`config.mk`:
```
export PLATFORM = sky130hd
export DESIGN_NAME = input_port_buffer
export DESIGN_NICKNAME = d
export VERILOG_FILES = /design/src/rtl/noc_pkg.sv /design/src/rtl/flit_fifo.sv /design/src/rtl/input_port_buffer.sv
export SDC_FILE = /design/constraint.sdc
export NUM_CORES = 1
export LEC_CHECK = 0
export BUFFER_PORTS_ARGS = -buffer_cell sky130_fd_sc_hd__clkbuf_2
export CAP_MARGIN = 20
export CORE_MARGIN = 4
export CORE_UTILIZATION = 53
export CTS_CLUSTER_SIZE = 16
export DETAILED_ROUTE_END_ITERATION = 12
export PLACE_DENSITY = 0.75
export SKIP_CTS_REPAIR_TIMING = 1
export SYNTH_ARGS = -nofsm -noshare
export SYNTH_HDL_FRONTEND = slang
export SYNTH_SLANG_ARGS = --single-unit
```
`constraint.sdc`:
```
create_clock -name clk -period 4.2 [get_ports clk]
set_clock_uncertainty 0.15 [all_clocks]
set_input_delay 0.21 -clock clk [delete_from_list [all_inputs] [get_ports clk]]
set_output_delay 0.21 -clock clk [all_outputs]
set_load 0.02 [all_outputs]
```
`src/rtl/noc_pkg.sv`:
```
// Shared NoC definitions: flit ids, field widths, one-hot port codes and the
// input-buffer FSM state type.
package noc_pkg;

  localparam int FLIT_ID_W = 3;
  localparam int LEN_W     = 12;

  localparam logic [FLIT_ID_W-1:0] FLIT_HEADER = 3'b001;
  localparam logic [FLIT_ID_W-1:0] FLIT_BODY   = 3'b010;
  localparam logic [FLIT_ID_W-1:0] FLIT_TAIL   = 3'b100;

  // One-hot arbiter state codes; each input port owns one bit.
  localparam logic [5:0] PORT_IDLE = 6'b000001;
  localparam logic [5:0] PORT_L    = 6'b000010;
  localparam logic [5:0] PORT_N    = 6'b000100;
  localparam logic [5:0] PORT_E    = 6'b001000;
  localparam logic [5:0] PORT_W    = 6'b010000;
  localparam logic [5:0] PORT_S    = 6'b100000;

  typedef enum logic {IDLE = 1'b0, ACTIVE = 1'b1} ibuf_state_t;

  function automatic logic flit_id_legal(input logic [FLIT_ID_W-1:0] id);
    return (id == FLIT_HEADER) || (id == FLIT_BODY) || (id == FLIT_TAIL);
  endfunction

endpackage

```
`src/rtl/flit_fifo.sv`:
```
// Generic synchronous FIFO: registered pointers and fill, head shown
// combinationally, no write-to-read bypass. Push/pop are gated by full/empty.
module flit_fifo #(
  parameter int W     = 32,
  parameter int DEPTH = 8,
  localparam int AW   = $clog2(DEPTH)
) (
  input  logic          clk,
  input  logic          rst,
  input  logic          push,
  input  logic [W-1:0]  wr_data,
  input  logic          pop,
  output logic [W-1:0]  rd_data,
  output logic          full,
  output logic          empty,
  output logic [AW:0]   fill
);

  logic [W-1:0]  mem [DEPTH];
  logic [AW-1:0] wr_ptr;
  logic [AW-1:0] rd_ptr;
  logic          do_push;
  logic          do_pop;

  assign full    = (fill == (AW + 1)'(DEPTH));
  assign empty   = (fill == '0);
  assign do_push = push && !full;
  assign do_pop  = pop && !empty;
  assign rd_data = mem[rd_ptr];

  always_ff @(posedge clk) begin
    if (do_push) mem[wr_ptr] <= wr_data;
  end

  // Power-of-two depth lets the pointers wrap by plain overflow.
  always_ff @(posedge clk) begin
    if (rst) begin
      wr_ptr <= '0;
      rd_ptr <= '0;
      fill   <= '0;
    end else begin
      if (do_push) wr_ptr <= wr_ptr + 1'b1;
      if (do_pop)  rd_ptr <= rd_ptr + 1'b1;
      case ({do_push, do_pop})
        2'b10:   fill <= fill + 1'b1;
        2'b01:   fill <= fill - 1'b1;
        default: fill <= fill;
      endcase
    end
  end

endmodule

```
`src/rtl/input_port_buffer.sv`:
```
// Router input stage: flit FIFO plus head-decode FSM that holds req for a whole
// packet. Optional credit return is enabled with `define CREDIT_FLOW_EN.
// Handshake: a flit is pushed on any cycle with in_valid && in_ready; a flit is
// popped while ACTIVE on any cycle with grant && out_valid (no other handshake).
module input_port_buffer
  import noc_pkg::*;
#(
  parameter int FLIT_W = 32,
  parameter int DEPTH  = 8,
  localparam int CW    = $clog2(DEPTH) + 1
) (
  input  logic                 clk,
  input  logic                 rst,
  input  logic [FLIT_W-1:0]    in_flit,
  input  logic                 in_valid,
  output logic                 in_ready,
  input  logic                 grant,
  output logic [FLIT_W-1:0]    out_flit,
  output logic                 out_valid,
  output logic                 req,
  output logic [FLIT_ID_W-1:0] flit_id,
  output logic [LEN_W-1:0]     length,
  output logic                 err,
  output logic [CW-1:0]        fill,
`ifdef CREDIT_FLOW_EN
  output logic                 credit_out,
  output logic [CW-1:0]        credit_init,
`endif
  output ibuf_state_t          dbg_state
);

  ibuf_state_t          state, state_n;
  logic                 first_flit;
  logic                 full, empty;
  logic                 pop;
  logic                 bad;
  logic                 load;
  logic [FLIT_ID_W-1:0] head_id;

  flit_fifo #(.W(FLIT_W), .DEPTH(DEPTH)) u_fifo (
    .clk     (clk),
    .rst     (rst),
    .push    (in_valid),
    .wr_data (in_flit),
    .pop     (pop),
    .rd_data (out_flit),
    .full    (full),
    .empty   (empty),
    .fill    (fill)
  );

  assign in_ready  = !full;
  assign out_valid = !empty;
  assign head_id   = out_flit[FLIT_W-1 -: FLIT_ID_W];
  assign flit_id   = out_valid ? head_id : '0;
  assign req       = (state == ACTIVE);
  assign dbg_state = state;

  always_comb begin
    state_n = state;
    pop     = 1'b0;
    bad     = 1'b0;
    load    = 1'b0;
    case (state)
      IDLE: begin
        if (out_valid) begin
          if (head_id == FLIT_HEADER) begin
            state_n = ACTIVE;
            load    = 1'b1;
          end else begin
            pop = 1'b1;
            bad = 1'b1;
          end
        end
      end
      ACTIVE: begin
        if (grant && out_valid) begin
          pop = 1'b1;
          if (head_id == FLIT_TAIL) state_n = IDLE;
          // Only the header that opened this packet is expected; any later one
          // means the previous tail went missing.
          if (head_id == FLIT_HEADER && !first_flit) begin
            load = 1'b1;
            bad  = 1'b1;
          end else if (!flit_id_legal(head_id)) begin
            bad = 1'b1;
          end
        end
      end
      default: state_n = IDLE;
    endcase
  end

  always_ff @(posedge clk) begin
    if (rst) begin
      state      <= IDLE;
      first_flit <= 1'b0;
      length     <= '0;
      err        <= 1'b0;
    end else begin
      state <= state_n;
      err   <= bad;
      if (load) length <= out_flit[LEN_W-1:0];
      if (state == IDLE && state_n == ACTIVE) first_flit <= 1'b1;
      else if (pop)                           first_flit <= 1'b0;
    end
  end

`ifdef CREDIT_FLOW_EN
  logic rst_q;

  assign credit_out = pop;

  always_ff @(posedge clk) begin
    rst_q <= rst;
    if (rst) credit_init <= '0;
    else     credit_init <= rst_q ? CW'(DEPTH) : '0;
  end
`endif

endmodule
```
Yosys cells after proc, flatten, opt, wreduce, memory -nomap -nowiden
Memories as Yosys holds them, arrays and structs flattened. A register that Yosys moved wholly into a read port is not among the register bits. Cells that the tools add are included. Widths: inputs -> output; s select.

Add/subtract/negate cells: 4. Multipliers: 0. Divide/modulo/power cells: 0. Magnitude comparators: 0. Equality and inequality tests: 6. Shifts and indexed selects: 0. Muxes and demuxes: 24. Bitwise operators: 1. Reduce and logical (&&, ||, !) cells: 13.

Operators by type and width (count): $mux 1 (16); $mux 3 (3); $pmux 1 s2 (4); $pmux 4 s2 (1); $add 3x1->3 const B (2); $logic_and 1x1->1 (5); $add 4x1->4 const B (1); $eq 4x4->1 const B (1); $logic_not 4->1 (1); $reduce_bool 2->1 (2); $sub 4x1->4 const B (1); $eq 3x1->1 const B (1); $eq 3x2->1 const B (1); $eq 3x3->1 const B (1); $logic_not 1->1 (3); $eq 2x1->1 const B (1); $eq 2x2->1 const B (1); $logic_or 1x1->1 (2); $not 1->1 (1).

Flip-flop bits (word level): 25. Latch bits: 0. Memory bits (writable): 256. Bits in read-only memories: 0. Input port bits: 36. Output and inout bits: 56. Logic and storage cells: 56. Memories: 1.

Memory list: u_fifo.mem (depth 8, bits a word 32, rd ports 1, clocked after Yosys merged registers in 1, write ports 1, line flit_fifo.sv:19) `logic [W-1:0] mem [DEPTH];`.

Depth between registers and ports, before layout
Gate-level depths: netlist (run 1).

Depth after elaboration: 8. Gate-level depth with buffers: 12. Depth with buffers taken out: 11.

Cells and area by module
Synthesis (run 1) repeated with hierarchy kept, for this count alone.

Cell total of the unflattened synthesis: 515. Area total of the unflattened synthesis: 11125.7 um2.

Modules (own cells, without submodules): flit_fifo (instances 1, cells an instance 445, area an instance 10438.8 um2, seq. area each 7947.6 um2); input_port_buffer (instances 1, cells an instance 70, area an instance 686.9 um2, seq. area each 300.3 um2).

Least setup slack after synthesis (run 1)
Ideal clock, no wire load.

Kind: reg-to-reg. Start point: reg u_fifo.fill[1]. End point: mem u_fifo.mem[0][0], enable pin. Library setup time: 0.502 ns. Arrival: 4.345 ns. Required time: 3.548 ns. Path slack: -0.797 ns. Cell stages (with the launch flop): 6. Buffers on the path: 1. Clock period less this slack: 4.997 ns. Cells stage by stage: dfxtp_1 -> clkbuf_1 -> nor3_1 -> nand2_1 -> nand2_1 -> nor4_1.

Word-level cells in the longest chain between the ends: 5.

RTL lines: from (decl) (line flit_fifo.sv:16) `output logic [AW:0] fill`; from (signal assigned) (line flit_fifo.sv:45) `2'b10: fill <= fill + 1'b1;`; from (signal assigned) (line flit_fifo.sv:46) `2'b01: fill <= fill - 1'b1;`; from (signal assigned) (line flit_fifo.sv:47) `default: fill <= fill;`; $eq 4x4->1 (line flit_fifo.sv:25) `assign full = (fill == (AW + 1)'(DEPTH));`; $logic_not 1->1; named net in_ready (line input_port_buffer.sv:16) `output logic in_ready,`; $logic_and 1x1->1 (line flit_fifo.sv:27) `assign do_push = push && !full;`; $mux 1 (line flit_fifo.sv:32) `if (do_push) mem[wr_ptr] <= wr_data;`; $mux 1 (not written as such) (line flit_fifo.sv:32); to (decl) (line flit_fifo.sv:19).

The timed path passes the listed nets, and every way through them passes these cells.

==> results of run 1 <==
==> power groups by stage <==
stage,clock network (W),logic [W],registers [W]
2_1_floorplan,0,0.00157,0.00347
3_3_place_gp,0,0.00209,0.00347
3_5_place_dp,0,0.00213,0.00349
4_1_cts,0.00250,0.00215,0.00344
5_1_grt,0.00263,0.00233,0.00346
6_report,0.00245,0.00215,0.00343
==> cell families (layout without fill, tap and decap cells) <==
logic type / after synthesis / after routing / synth area share (%)
flip-flops: 284 / 284 / 75.73
multiplexers: 110 / 110 / 18.00
AND/OR/NAND/NOR: 56 / 56 / 2.665
buffers and inverters: 29 / 194 / 1.229
AO/OA/AOI/OAI: 18 / 18 / 1.160
XOR/XNOR: 8 / 8 / 0.6433
adder cells (fa/ha/maj): 5 / 5 / 0.5744
==> layout make-up <==
cell class                 instances  area share [%]
clock buffer                      35           5.762
tap                              270           2.602
timing repair buffer             138           6.880
multi-input combinational        197           19.77
clock inverter                    16           1.272
sequential                       284           63.57
inverter                           5          0.1445
==> state kept, by name, indices dropped and copies added (netlist names), named ones only <==
signal,flops
u_fifo.fill,4
u_fifo.mem,256
length,12
err,1
u_fifo.wr_ptr,3
first_flit,1
u_fifo.rd_ptr,3
dbg_state,1
==> metal layers <==
| metal | GRT usage, % | vias up | part of all wire [%] |
|---|---|---|---|
| met2 | 30.63 | 154 | 49 |
| met3 | 3.411 | 32 | 5.2 |
| met4 | 4.034 | 0 | 1.9 |
| met5 | 0 | - | 0 |
| li1 | - | 2377 | - |
| met1 | 26.47 | 2766 | 44 |
==> Yosys cell counts (3+ instances only) <==
cell type | number | area share [%]
mux2i_1 | 14 | 1.3
mux2_2 | 29 | 3.0
o21ai_0 | 7 | 0.32
or3_1 | 3 | 0.17
xor2_1 | 6 | 0.48
nand3_1 | 4 | 0.18
clkbuf_1 | 15 | 0.52
buf_2 | 5 | 0.23
nor3_1 | 6 | 0.28
inv_1 | 4 | 0.14
mux4_2 | 64 | 13
dfxtp_1 | 28 | 5.1
a21oi_1 | 6 | 0.28
nand2_1 | 5 | 0.17
ha_1 | 5 | 0.57
edfxtp_1 | 256 | 71
nor2_1 | 25 | 0.86
==> metrics by stage <==
stage          cell area [sq um]  utilization, %  power, W  setup slack, ns
2_1_floorplan              10900               -  0.005041          0.04401
3_3_place_gp               11730           57.98  0.005569           0.6492
3_5_place_dp               11730           57.98  0.005625           0.5409
4_1_cts                    12640           62.49  0.008092           0.5225
5_1_grt                    12990           64.17  0.008414           0.2564
6_report                   12990           64.17  0.008025           0.5752
==> worst max-delay path by stage <==
stage | startpoint | cells past startpoint | endpoint | slack (ns)
3_3_place_gp | flip-flop | 11 | u_fifo.fill[2]$_SDFFE_PP0P_ | 0.65
2_1_floorplan | u_fifo.fill[1]$_SDFFE_PP0P_ | 5 | u_fifo.mem[2][0]$_DFFE_PP_ | 0.04
6_report | flip-flop | 11 | u_fifo.fill[2]$_SDFFE_PP0P_ | 0.58
4_1_cts | flip-flop | 11 | u_fifo.fill[2]$_SDFFE_PP0P_ | 0.52
3_5_place_dp | flip-flop | 11 | u_fifo.fill[2]$_SDFFE_PP0P_ | 0.54
5_1_grt | flip-flop | 11 | u_fifo.fill[2]$_SDFFE_PP0P_ | 0.26
==> reports/metrics.csv, run 1 <==
metric,value,unit
worst_path_largest_cell_delay,0.61,ns
comb_power_share,26.8,%
required,4.51,ns
p_seq_share,42.7,%
rrSetupSlack,0.58,ns
cp_top_family,multiplexers,
power.density,618.0,mW/mm^2
clk_latency,0.54,ns
cp-start-kind,flip-flop,
power.leakage,4.317,nW
fp.dieH,151.4,um
start_util,53.83,%
r2r-end,u_fifo.fill[2]$_SDFFE_PP0P_,
routabilityCongestion,0.7600,
cts_max_level,1,
drc_errors,0,
fmax,0.2759,GHz
core_area,0.02023,sq mm
place_inst,860,
port_buffers,91,
setup_violations,0,
synth-async-reset-ratio,0,%
antenna_found_initial,0,
regArea,0.008254,sq mm
rr_worst_depth,11,
cts_tree,done,
num_vias,5329,
worstMarginPinSlew,0.8848,ns
switching_share,29.05,%
cts_buffers,28,
area_growth,19.22,%
syn_area,0.01089,sq mm
crit_path_end_kind,flip-flop,
post-route-period-util,86.30,%
ant_nets,0,
holdCritPathClass,input pin to flip-flop,
mostFrequentLayoutCells,"edfxtp_1, clkbuf_2, mux4_2, dlygate4sd3_1",
syn_nets,551,
pin_count,92,
status,"complete, no violations",
wl_per_cell,22.30,um
cp_cell_sequence,mux4_2 > mux2_4 > o41ai_4 > inv_1 > ha_1 > xor2_1 > ha_1 > a21oi_1 > xor2_1 > or3_1 > a21oi_1,
synth_ff_type,edfxtp_1,
root_buffer,clkbuf_16,
synth-edff-count,256,
die_area,0.02291,sq mm
final_common_cell,edfxtp_1,
diodes,0,
whs_endpoint,u_fifo.wr_ptr[0]$_SDFFE_PP0P_,
max_slew_margin,41.01,%
drive_gt1_share,37.78,%
rows,52,
synth-seq-cells,284,
slowest_stage,dfxtp_4,
max-cap-violations,0,
cts.clk_slew.worst_paths,0.06,ns
routed_wl,21070,um
stdcell_count,945,
ys.warnings.count,0,
grt_use_total,18.61,%
crit_arrival,3.93,ns
hpwl,11560,um
critPathKind,flip-flop to flip-flop,
peakVddDrop,0.0004455,V
switchingPower,0.002331,W
setup_tns,0,ns
worst-path-buf-inv,1,
grt_max_degree,59,
cts.sinks,284,
internal_power,0.005694,W
synthCells,510,
dr.pass1.iters,4,
seq_area_frac_synth,75.73,%
rsz0062_at_grt,no,
grt_pass1_vias,5397,
grt_pass1_wl,31880,um
overflow,0,
multi_input_area,0.002567,sq mm
drt_iter0_drc,373,
hold_viol,0,
path_max_fanout,21,
die_x,151.4,um
finalNetCount,695,
fin_hold_ws,0.09458,ns
clk_path_buf_depth,3,
slew_violations,0,
fillers,1358,
postSynthAreaPerCell,21.36,sq um
clock_power_share,30.5,%
hold_path_startpoint,rst,
hold_path_depth,2,
period_needed,3.625,ns
synthDistinctLibCells,39,
viasPerCell,5.639,
Note: power is estimated with default switching activity, not from simulation.
==> run 2, diff against run 1 <==
--- a/config.mk
+++ b/config.mk
@@ -7,6 +7,7 @@
 export LEC_CHECK = 0
 export BUFFER_PORTS_ARGS = -buffer_cell sky130_fd_sc_hd__clkbuf_2
 export CAP_MARGIN = 20
+export CORE_ASPECT_RATIO = 0.9
 export CORE_MARGIN = 4
 export CORE_UTILIZATION = 53
 export CTS_CLUSTER_SIZE = 16
==> constraint.sdc (replaced) <==
create_clock -name clk -period 4.2 [get_ports clk]
set_clock_uncertainty 0.15 [all_clocks]
set_input_delay 0 -clock clk [delete_from_list [all_inputs] [get_ports clk]]
set_output_delay 0 -clock clk [all_outputs]
set_load 0.02 [all_outputs]
==> reports/metrics.csv, run 2 (synthesized netlist as in run 1, its figures left out) <==
metric,value,unit,change
hpwl,11960,um,was 11560 um
post-route-period-util,81.84,%,was 86.30%
overflow,0,,unchanged
dr.pass1.iters,4,,unchanged
power.leakage,4.367,nW,was 4.317 nW
setup_tns,0,ns,unchanged
period_needed,3.437,ns,was 3.625 ns
slowest_stage,dfxtp_2,,was dfxtp_4
worst_path_largest_cell_delay,0.62,ns,was 0.61 ns
required,4.51,ns,about the same
clk_path_buf_depth,3,,unchanged
max_slew_margin,46.62,%,was 41.01%
final_common_cell,edfxtp_1,,unchanged
fin_hold_ws,0.1442,ns,was 0.09458 ns
cts.sinks,284,,unchanged
pin_count,92,,unchanged
cts.clk_slew.worst_paths,0.06,ns,about the same
holdCritPathClass,input pin to flip-flop,,unchanged
area_growth,19.72,%,was 19.22%
power.density,624.8,mW/mm^2,was 618.0 mW/mm^2
cts_tree,done,,unchanged
grt_pass1_wl,32570,um,was 31880 um
drc_errors,0,,unchanged
fillers,1379,,was 1358
root_buffer,clkbuf_16,,unchanged
critPathKind,flip-flop to flip-flop,,unchanged
port_buffers,91,,unchanged
grt_use_total,18.52,%,was 18.61%
routed_wl,21360,um,was 21070 um
finalWorstSetupSlack,0.7626,ns,was 0.5752 ns
path_max_fanout,16,,was 21
clk_latency,0.53,ns,was 0.54 ns
mostFrequentLayoutCells,"edfxtp_1, clkbuf_2, mux4_2, dlygate4sd3_1",,unchanged
ant_nets,0,,unchanged
max-cap-violations,0,,unchanged
cts_max_level,1,,unchanged
crit_arrival,3.75,ns,was 3.93 ns
slew_violations,0,,unchanged
rr_worst_depth,11,,unchanged
die_area,0.02291,sq mm,about the same
wl_per_cell,22.87,um,was 22.30 um
die_x,159.1,um,was 151.4 um
regArea,0.008254,sq mm,unchanged
finalNetCount,699,,was 695
cp-start-kind,flip-flop,,unchanged
num_vias,5370,,was 5329
worst-path-buf-inv,1,,unchanged
largest-register,u_fifo.mem,,unchanged
status,"complete, no violations",,unchanged
cp_cell_sequence,mux4_2 > mux2_4 > o41ai_4 > inv_1 > ha_1 > xor2_1 > ha_1 > a21oi_1 > xor2_1 > or3_1 > a21oi_1,,unchanged
crit_cells,11,,unchanged
peakVddDrop,0.0004489,V,was 0.0004455 V
drive_gt1_share,38.00,%,was 37.78%
viasPerCell,5.749,,was 5.639
start_util,54.16,%,was 53.83%
rows,49,,was 52
setup_violations,0,,unchanged
fp.dieH,144.0,um,was 151.4 um
grt_pass1_vias,5571,,was 5397
drt_iter0_drc,370,,was 373
core_area,0.02011,sq mm,was 0.02023 sq mm
multi_input_area,0.002567,sq mm,unchanged
hold_path_depth,2,,unchanged
routabilityCongestion,0.7947,,was 0.7600
cp_top_family,multiplexers,,unchanged
fmax,0.2909,GHz,was 0.2759 GHz
hold_viol,0,,unchanged
worstMarginPinSlew,0.7988,ns,was 0.8848 ns
dp_slack,0.7677,ns,was 0.5409 ns
cts_buffers,28,,unchanged
rsz0062_at_grt,no,,unchanged
largest_reg_flops,256,,unchanged
antenna_found_initial,0,,unchanged
reg.largest.list,"u_fifo.mem: 256 flops, length: 12 flops, u_fifo.fill: 4 flops",,unchanged
grt_max_degree,45,,was 59
crit_path_end_kind,flip-flop,,unchanged
diodes,0,,unchanged
==> run 2: layout make-up <==
class | instances | area share [%]
Tap cell | 255 | 2.447
Timing Repair Buffer | 142 | 7.120
Inverter | 5 | 0.1439
Clock inverter | 17 | 1.439
Multi-Input combinational cell | 197 | 19.69
Sequential cell | 284 | 63.30
Clock buffer | 34 | 5.863
==> run 2: report_power, final <==
group | internal [W] | total [W] | switching [W] | leakage, nW
clock network | 0.00154 | 0.00256 | 0.00102 | 0.466
registers | 0.00329 | 0.00343 | 0.000139 | 2.55
logic | 0.000957 | 0.00216 | 0.00120 | 1.35
==> run 2: per-stage QoR <==
stage / power (W) / utilization, % / cells / cell area [sq um]
2_1_floorplan: 0.005041 / - / 510 / 10900
3_3_place_gp: 0.005567 / 58.32 / 847 / 11730
3_5_place_dp: 0.005641 / 58.32 / 847 / 11730
4_1_cts: 0.008190 / 63.05 / 898 / 12680
5_1_grt: 0.008510 / 64.85 / 934 / 13040
6_report: 0.008148 / 64.85 / 934 / 13040
==> run 2: path summary, 6_finish.rpt <==
check / startpoint / end / slack [ns]
max: flip-flop / u_fifo.fill[2]$_SDFFE_PP0P_ / 0.76
min: in_flit[25] / u_fifo.mem[4][25]$_DFFE_PP_ / 0.14
max reg2reg: flip-flop / u_fifo.fill[2]$_SDFFE_PP0P_ / 0.76
min reg2reg: length[10]$_SDFFE_PP0P_ / length[10]$_SDFFE_PP0P_ / 0.35
==> run 2: worst reg2reg max path, cell delays in order, from the launching register on <==
cell	delay (ns)
dfxtp_2	0.62
mux4_2	0.39
mux2_4	0.34
o41ai_4	0.42
inv_1	0.14
ha_1	0.27
xor2_1	0.17
ha_1	0.19
a21oi_1	0.14
xor2_1	0.09
or3_1	0.31
a21oi_1	0.13
==> run 2: per-layer routing <==
| metal | global-route usage (%) | wire length, um |
|---|---|---|
| met5 | 0 | 0 |
| met4 | 3.607 | 297 |
| met3 | 4.161 | 1033 |
| met2 | 32.49 | 11070 |
| met1 | 24.50 | 8959 |
